===== config.mk =====
export PLATFORM = sky130hd
export DESIGN_NAME = xor_pipe_unit
export DESIGN_NICKNAME = d
export VERILOG_FILES = /design/src/rtl/xor_pipe_pkg.sv /design/src/rtl/xor_pipe_stage.sv /design/src/rtl/xor_pipe_unit.sv
export SDC_FILE = /design/constraint.sdc
export NUM_CORES = 1
export LEC_CHECK = 0
export CORE_ASPECT_RATIO = 0.9
export CORE_MARGIN = 4
export CORE_UTILIZATION = 40
export DETAILED_ROUTE_END_ITERATION = 16
export PLACE_DENSITY = 0.68
export SYNTH_ARGS = -nofsm -noshare
export SYNTH_HDL_FRONTEND = slang
export SYNTH_SLANG_ARGS = --single-unit

===== constraint.sdc =====
create_clock -name clk -period 2.65 [get_ports clk]
set_input_delay 0.795 -clock clk [delete_from_list [all_inputs] [get_ports clk]]
set_output_delay 0.795 -clock clk [all_outputs]
set_load 0.03 [all_outputs]

===== src/rtl/xor_pipe_pkg.sv =====
// xor_pipe_pkg
//   Shared definitions for the xor_pipe_unit block.
//   mode_e : 2-bit operation select carried on in_mode.
//     MODE_XOR  (00) : r = a ^ b
//     MODE_XNOR (01) : r = ~(a ^ b)
//     MODE_ACC  (10) : r = acc ^ a ^ b, acc <= r
//     MODE_CLR  (11) : r = acc,         acc <= 0
package xor_pipe_pkg;

   localparam int unsigned MODE_W = 2;

   typedef enum logic [MODE_W-1:0] {
      MODE_XOR  = 2'b00,
      MODE_XNOR = 2'b01,
      MODE_ACC  = 2'b10,
      MODE_CLR  = 2'b11
   } mode_e;

endpackage


===== src/rtl/xor_pipe_stage.sv =====
// xor_pipe_stage
//   One register stage of the xor_pipe_unit result pipeline.
//   Ports:
//     clk, rst_n   : clock, asynchronous active-low clear.
//     shift        : stage enable; when low the stage holds.
//     load_valid   : valid bit entering the stage.
//     load_data    : WIDTH-bit result entering the stage.
//     load_parity  : parity of load_data entering the stage.
//     valid/data/parity : registered stage contents.
module xor_pipe_stage
   import xor_pipe_pkg::*;
#(
   parameter int unsigned WIDTH = 8
) (
   input  logic             clk,
   input  logic             rst_n,
   input  logic             shift,
   input  logic             load_valid,
   input  logic [WIDTH-1:0] load_data,
   input  logic             load_parity,
   output logic             valid,
   output logic [WIDTH-1:0] data,
   output logic             parity
);

   // A bubble only clears the valid bit; the payload keeps its last value.
   always_ff @(posedge clk or negedge rst_n) begin
      if (!rst_n) begin
         valid  <= 1'b0;
         data   <= '0;
         parity <= 1'b0;
      end else if (shift) begin
         valid <= load_valid;
         if (load_valid) begin
            data   <= load_data;
            parity <= load_parity;
         end
      end
   end

endmodule


===== src/rtl/xor_pipe_unit.sv =====
// xor_pipe_unit
//   Pipelined bitwise XOR / XNOR / accumulate / read-and-clear unit with
//   valid/ready handshakes on both sides and a STAGES-deep result pipe.
//   Ports:
//     clk, rst_n  : clock (rising edge), asynchronous active-low reset.
//     in_valid    : operand beat present.
//     in_ready    : unit can accept a beat this cycle.
//     in_a, in_b  : WIDTH-bit operands.
//     in_mode     : 00 XOR, 01 XNOR, 10 ACC, 11 CLR.
//     out_valid   : result beat present.
//     out_ready   : consumer accepts the beat.
//     out_data    : WIDTH-bit result.
//     out_parity  : XOR-reduction of out_data, registered with it.
//     acc_value   : current accumulator register.
module xor_pipe_unit
   import xor_pipe_pkg::*;
#(
   parameter int unsigned WIDTH  = 8,
   parameter int unsigned STAGES = 2
) (
   input  logic             clk,
   input  logic             rst_n,
   input  logic             in_valid,
   output logic             in_ready,
   input  logic [WIDTH-1:0] in_a,
   input  logic [WIDTH-1:0] in_b,
   input  logic [1:0]       in_mode,
   output logic             out_valid,
   input  logic             out_ready,
   output logic [WIDTH-1:0] out_data,
   output logic             out_parity,
   output logic [WIDTH-1:0] acc_value
);

   // Index 0 is the stage-0 load; index i+1 is the output of stage i.
   logic [STAGES:0]            pipe_valid;
   logic [STAGES:0][WIDTH-1:0] pipe_data;
   logic [STAGES:0]            pipe_parity;

   logic             advance;
   logic             accept;
   logic [WIDTH-1:0] result;
   logic [WIDTH-1:0] acc;
   logic [WIDTH-1:0] acc_next;

   // The whole pipe moves or the whole pipe freezes; no bubble collapsing.
   assign advance  = !pipe_valid[STAGES] || out_ready;
   assign in_ready = advance;
   assign accept   = in_valid && advance;

   always_comb begin
      result   = '0;
      acc_next = acc;
      case (mode_e'(in_mode))
         MODE_XOR:  result = in_a ^ in_b;
         MODE_XNOR: result = ~(in_a ^ in_b);
         MODE_ACC: begin
            result   = acc ^ in_a ^ in_b;
            acc_next = result;
         end
         MODE_CLR: begin
            result   = acc;
            acc_next = '0;
         end
         default: ;
      endcase
   end

   // accept already implies advance, so a stall also holds the accumulator.
   always_ff @(posedge clk or negedge rst_n) begin
      if (!rst_n) begin
         acc <= '0;
      end else if (accept) begin
         acc <= acc_next;
      end
   end

   assign pipe_valid[0]  = accept;
   assign pipe_data[0]   = result;
   assign pipe_parity[0] = ^result;

   for (genvar i = 0; i < STAGES; i++) begin : g_stage
      xor_pipe_stage #(
         .WIDTH (WIDTH)
      ) u_stage (
         .clk         (clk),
         .rst_n       (rst_n),
         .shift       (advance),
         .load_valid  (pipe_valid[i]),
         .load_data   (pipe_data[i]),
         .load_parity (pipe_parity[i]),
         .valid       (pipe_valid[i+1]),
         .data        (pipe_data[i+1]),
         .parity      (pipe_parity[i+1])
      );
   end

   assign out_valid  = pipe_valid[STAGES];
   assign out_data   = pipe_data[STAGES];
   assign out_parity = pipe_parity[STAGES];
   assign acc_value  = acc;

endmodule


==> run_results.csv, run 1 <==
group,metric,value,unit
worst_setup_path,end_kind,"output port",
route,ant_nets,0,
clock_network,clk_pin_slew_worst_paths,0.09,ns
die,die_h,67.3,um
worst_setup_path,worstPathArrival,1.61,ns
route,wirelength,2950,um
route,drtIter0Drc,26,
die,die_area,4970,sq um
yosys,syn_area_per_cell,10.6,sq um
worst_setup_path,path_class,"primary input to output port",
sta,slew_headroom,0.668,
worst_setup_path,worstPathCellList,"clkdlybuf4s50_1 > nand2b_1 > buf_4",
worst_setup_path,cp_max_fo,5,
layout,antenna_cells,0,
layout,multi_input_area,820,sq um
layout,fin_util,0.560,
flow_run,drv_cap,0,
sta,finalMaxSlewViolations,0,
global_route,grt_max_degree,33,
clock_network,holdBufCountCts,0,
die,initial_core_util,0.419,
clock_network,htreeDepth,1,
layout,nFillCells,336,
route,num_vias,1207,
yosys,ys_ff_latch,28,
global_route,grt_pass1_vias,1122,
yosys,synth_nets,170,
hold_path,hold_path_class,"flop to flop",
sta,min_period,2.41,ns
clock_network,cts.repair.resized,0,
layout,synthToLayoutAreaGrowth,33.7,%
sta,hold_viol,0,
yosys,postSynth.asyncResetShare,1.00,
sta,setup_viol,0,
worst_setup_path,start_kind,"primary input",
route,wire_per_inst,12.6,um
global_route,grt_pass1_wl,4930,um
route,drc,0,
clock_network,cts_tree,"built",
global_route,gr-total-overflow,0,
pwr,leakagePower,0.000847,uW
worst_setup_path,crit_slowest_cell,"clkdlybuf4s50_1",
worst_setup_path,cp.required,1.86,ns
sta,tns,0,ns
route,vias_per_cell,5.16,
worst_setup_path,regToRegSetupSlack,1.01,ns
placement,portBuffers,40,
layout,drive_gt1_frac,0.149,
clock_network,clock-root-buffer,"clkbuf_8",
sta,rsz0062_at_grt,"no",
yosys,synth_enable_flop_cells,0,
placement,dp_hpwl,2200,um
die,ios,41,
layout,finalNonFillerCells,234,
die,die_w,73.9,um
clock_network,clock-sinks,28,
global_route,grt_util_all_layers,0.128,
global_route,antenna_found_initial,0,
pwr,peakVddDrop,0.343,mV
pwr,powerDensity,981,nW/um^2
sta,period_share,0.909,
layout,register_area,701,sq um
clock_network,clockBufferDepth,2,
sta,fmax,0.415,GHz
clock_network,cts_buffers,3,
clock_network,clk-insertion-delay-late,0.28,ns
die,coreArea,3730,sq um
sta,fin_ws,0.241,ns
yosys,ys.flop_type,"dfrtp_1",
route,firstDrtPassIters,4,
sta,worstMarginPinSlew,0.497,ns
yosys,netlist_area,1560,sq um
yosys,synth-seq-area-share,0.448,
clock_network,postCtsSetupRepairBufs,0,
run_status,status,"completed",
worst_setup_path,slowest_delay,0.45,ns
yosys,synth_cells,148,
die,rows,21,
sta,skew,0.00921,ns
yosys,ys_types,21,
placement,dp_cells,230,
placement,dp_slack,-0.0152,ns
yosys,ys_warn_count,0,
layout,layout.nets,211,
placement,routabilityCongestion,0.669,
[area by class of cell]
| cell class | count | share of cell area |
|---|---|---|
| Sequential cell | 28 | 0.335 |
| Timing Repair Buffer | 44 | 0.211 |
| Tap cell | 46 | 0.0275 |
| Clock inverter | 1 | 0.0144 |
| Clock buffer | 3 | 0.0198 |
| Multi-Input combinational cell | 112 | 0.392 |
[worst paths after layout]
path	start	endpoint	depth (start not counted)
max in group asynchronous	rst_n	acc_value[7]	2
hold reg to reg	g_stage[0].u_stage.valid	g_stage[1].u_stage.valid	1
setup reg to reg	acc_value[0]	g_stage[0].u_stage.parity	6
min in group asynchronous	rst_n	g_stage[0].u_stage.data[5]	2
setup / recovery	out_ready	in_ready	3
hold / removal	g_stage[0].u_stage.valid	g_stage[1].u_stage.valid	1
[Yosys cell counts (2+ instances only)]
| master | n | share of area |
|---|---|---|
| nor3_1 | 8 | 0.026 |
| o21ai_0 | 6 | 0.019 |
| dfrtp_1 | 28 | 0.45 |
| or3_1 | 8 | 0.032 |
| nand2_1 | 10 | 0.024 |
| nand2b_1 | 2 | 0.0080 |
| a21oi_1 | 17 | 0.054 |
| xnor2_2 | 8 | 0.083 |
| xor2_1 | 8 | 0.045 |
| buf_2 | 4 | 0.013 |
| o211a_1 | 7 | 0.045 |
| mux2_2 | 10 | 0.072 |
| o21ai_1 | 2 | 0.0064 |
| buf_4 | 2 | 0.0096 |
| xnor2_1 | 7 | 0.039 |
| nor2_1 | 9 | 0.022 |
| o211ai_1 | 8 | 0.038 |
[flip-flops by register name, indices dropped and copies added, names as in the netlist]
name,flops
g_stage.u_stage.data,16
acc_value,8
g_stage.u_stage.parity,2
g_stage.u_stage.valid,2
[critical path: cells and delay by family]
family | cells | cell delay (ns)
buffers and inverters | 2 | 0.64
and+or+nand+nor | 1 | 0.18
[metrics by stage]
stage	area, sq um	hold slack [ns]	power (uW)
after floorplan	1560	0.453	1360
after global placement	2020	0.464	1710
after detailed placement	2020	0.476	1730
after CTS	2090	0.499	2080
after global routing	2090	0.522	2180
final	2090	0.494	2050
[cell families (layout without fill, tap and decap cells)]
group | Yosys count | in the layout | share of synthesized area
multiplexers | 10 | 10 | 0.0721
flip-flops | 28 | 28 | 0.448
AND/OR/NAND/NOR | 38 | 38 | 0.115
XOR/XNOR | 23 | 23 | 0.167
buffers and inverters | 8 | 48 | 0.0272
AO/OA/AOI/OAI | 41 | 41 | 0.170
[layer usage]
| metal | track usage | wire (um) | vias to the layer above |
|---|---|---|---|
| met5 | 0 | 0 | - |
| met4 | 0.0588 | 49 | 0 |
| met3 | 0.0298 | 175 | 5 |
| met2 | 0.208 | 1330 | 32 |
| met1 | 0.161 | 1400 | 564 |
| li1 | - | - | 606 |
[placed cells by master, fill, tap and decap left out]
cell	synthesis	layout
clkdlybuf4s50_1	0	39
dfrtp_1	28	28
a21oi_1	17	17
nand2_1	10	10
mux2_2	10	10
nor2_1	9	9
xnor2_2	8	8
xor2_1	8	8
or3_1	8	8
o211ai_1	8	8
nor3_1	8	8
o211a_1	7	7
xnor2_1	7	7
o21ai_0	6	6
buf_4	2	4
clkbuf_8	0	3
nand2b_1	2	2
o21ai_1	2	2
and2_1	1	1
o211a_2	1	1
bufinv_16	0	1
buf_12	0	1
[power breakdown]
part	total, uW	switching, uW	internal [uW]
sequential	724	132	591
clock	338	136	202
combinational	988	511	478
(Power assumes the default switching activity.)
==> run 2: changes to the inputs <==
--- a/config.mk
+++ b/config.mk
@@ -10,6 +10,7 @@
 export CORE_UTILIZATION = 40
 export DETAILED_ROUTE_END_ITERATION = 16
 export PLACE_DENSITY = 0.68
+export REMOVE_ABC_BUFFERS = 1
 export SYNTH_ARGS = -nofsm -noshare
 export SYNTH_HDL_FRONTEND = slang
 export SYNTH_SLANG_ARGS = --single-unit
==> constraint.sdc (replaced) <==
create_clock -name clk -period 2.5 [get_ports clk]
set_input_delay 0.75 -clock clk [delete_from_list [all_inputs] [get_ports clk]]
set_output_delay 0.75 -clock clk [all_outputs]
set_load 0.03 [all_outputs]
==> run 2 against run 1 <==
Net effect:
- wire length rose by 11%
- first-iteration DRC count rose by 130%
- via count rose by 3.7%
- worst hold slack got worse by 0.0066 ns
- combinational power rose by 13%
- setup slack got worse by 0.086 ns
- final cell count rose by 4.3%
- die area did not move
- sequential power rose by 7.2%
- critical endpoint unchanged
- highest routed layer unchanged
==> run_results.csv, run 2 (synthesis results as in run 1) <==
group,metric,value,unit
run_status,status,"completed",
route,ant_nets,0,
layout,largest_register,"g_stage.u_stage.data",
sta,setup_viol,0,
layout,antenna_cells,0,
global_route,gr-total-overflow,0,
clock_network,clk_pin_slew_worst_paths,0.09,ns
die,ios,41,
layout,nFillCells,321,
global_route,grt_pass1_wl,5540,um
placement,dp_cells,241,
layout,fin_util,0.577,
clock_network,clk-insertion-delay-late,0.27,ns
die,rows,21,
sta,hold_viol,0,
sta,fin_ws,0.156,ns
worst_setup_path,end_kind,"output port",
sta,finalMaxSlewViolations,0,
layout,drive_gt1_frac,0.192,
placement,dp_slack,-0.125,ns
layout,largest_register_ffs,16,
die,die_w,73.9,um
pwr,leakagePower,0.000890,uW
layout,synthToLayoutAreaGrowth,37.9,%
clock_network,cts.repair.resized,0,
route,drc,0,
route,wire_per_inst,13.4,um
worst_setup_path,startpoint,"out_ready",
route,num_vias,1252,
placement,place_area,2110,sq um
layout,design_area,2150,sq um
worst_setup_path,cp_max_fo,5,
layout,finalNonFillerCells,244,
die,die_area,4970,sq um
sta,skew,0.00386,ns
flow_run,drv_cap,0,
sta,rsz0062_at_grt,"no",
sta,period_share,0.938,
worst_setup_path,worstPathArrival,1.59,ns
sta,worstMarginPinSlew,0.542,ns
layout,final_cell_mix,"clkdlybuf4s50_1 (39), dfrtp_1 (28), a21oi_1 (17), buf_4 (14)",
die,die_h,67.3,um
die,initial_core_util,0.419,
pwr,powerDensity,990,nW/um^2
sta,min_period,2.34,ns
placement,routabilityCongestion,0.721,
layout,layout.nets,222,
global_route,grt_util_all_layers,0.141,
route,firstDrtPassIters,4,
clock_network,clock-root-buffer,"clkbuf_8",
placement,portBuffers,40,
worst_setup_path,cp.required,1.75,ns
clock_network,htreeDepth,1,
clock_network,holdBufCountCts,0,
route,wirelength,3280,um
clock_network,clock-sinks,28,
die,coreArea,3730,sq um
pwr,total_power,2130,uW
sta,slew_headroom,0.638,
clock_network,cts_buffers,3,
global_route,grt_max_degree,32,
sta,fmax,0.427,GHz
route,drtIter0Drc,60,
placement,dp_hpwl,2460,um
pwr,peakVddDrop,0.388,mV
worst_setup_path,regToRegSetupSlack,0.81,ns
clock_network,clockBufferDepth,2,
clock_network,postCtsSetupRepairBufs,0,
clock_network,cts_tree,"built",
worst_setup_path,path_class,"primary input to output port",
worst_setup_path,start_kind,"primary input",
worst_setup_path,reg2reg_from,"g_stage[1].u_stage.valid",
hold_path,min-delay-start,"g_stage[0].u_stage.valid",
route,vias_per_cell,5.13,
global_route,grt_pass1_vias,1276,
global_route,antenna_found_initial,0,
layout,final_common_cell,"clkdlybuf4s50_1",
hold_path,hold_path_class,"flop to flop",
[run 2: cell types whose count changed in the layout (fill, tap and decap cells not counted)]
cell       previous run  this run
buf_4                 4        14
buf_12                1         2
bufinv_16             1         0
[run 2: through the flow]
step,hold slack (ns),TNS (ns)
after CTS,0.499,0
after global routing,0.520,0
after floorplan,0.453,0
final,0.487,0
after global placement,0.465,-0.0848
after detailed placement,0.473,-0.322
[run 2: report_power, final]
part,internal (uW),total [uW],switching [uW],leakage [uW]
Combinational,553,1120,563,0.000552
Clock,108,241,133,0.0000216
Sequential,627,776,149,0.000317
[run 2: final cells by class]
cell class / instances / area, sq um / share of cell area
sequential: 28 / 701 / 0.325
clock buffer: 3 / 41.3 / 0.0192
timing repair buffer: 55 / 536 / 0.249
tap: 46 / 57.6 / 0.0267
multi-input combinational: 112 / 820 / 0.380
[run 2: worst paths after layout]
path / cells after the start / endpoint
worst max register to register: 6 / acc_value[6]
max in group asynchronous: 2 / acc_value[0]
worst min-delay path: 1 / g_stage[1].u_stage.valid
worst max-delay path: 3 / in_ready
worst min register to register: 1 / g_stage[1].u_stage.valid
min in group asynchronous: 2 / g_stage[0].u_stage.data[6]
[run 2: worst max-delay path, stage by stage]
cell             delay [ns]
clkdlybuf4s50_1        0.46
nand2b_1               0.19
buf_4                  0.19
[run 2: per-layer routing]
metal	part of all wire	vias to the layer above	global-route usage
met1	0.46	578	0.173
met5	0	-	0
met2	0.49	44	0.254
met3	0.053	3	0.0268
met4	0.0043	0	0.0317
li1	-	627	-
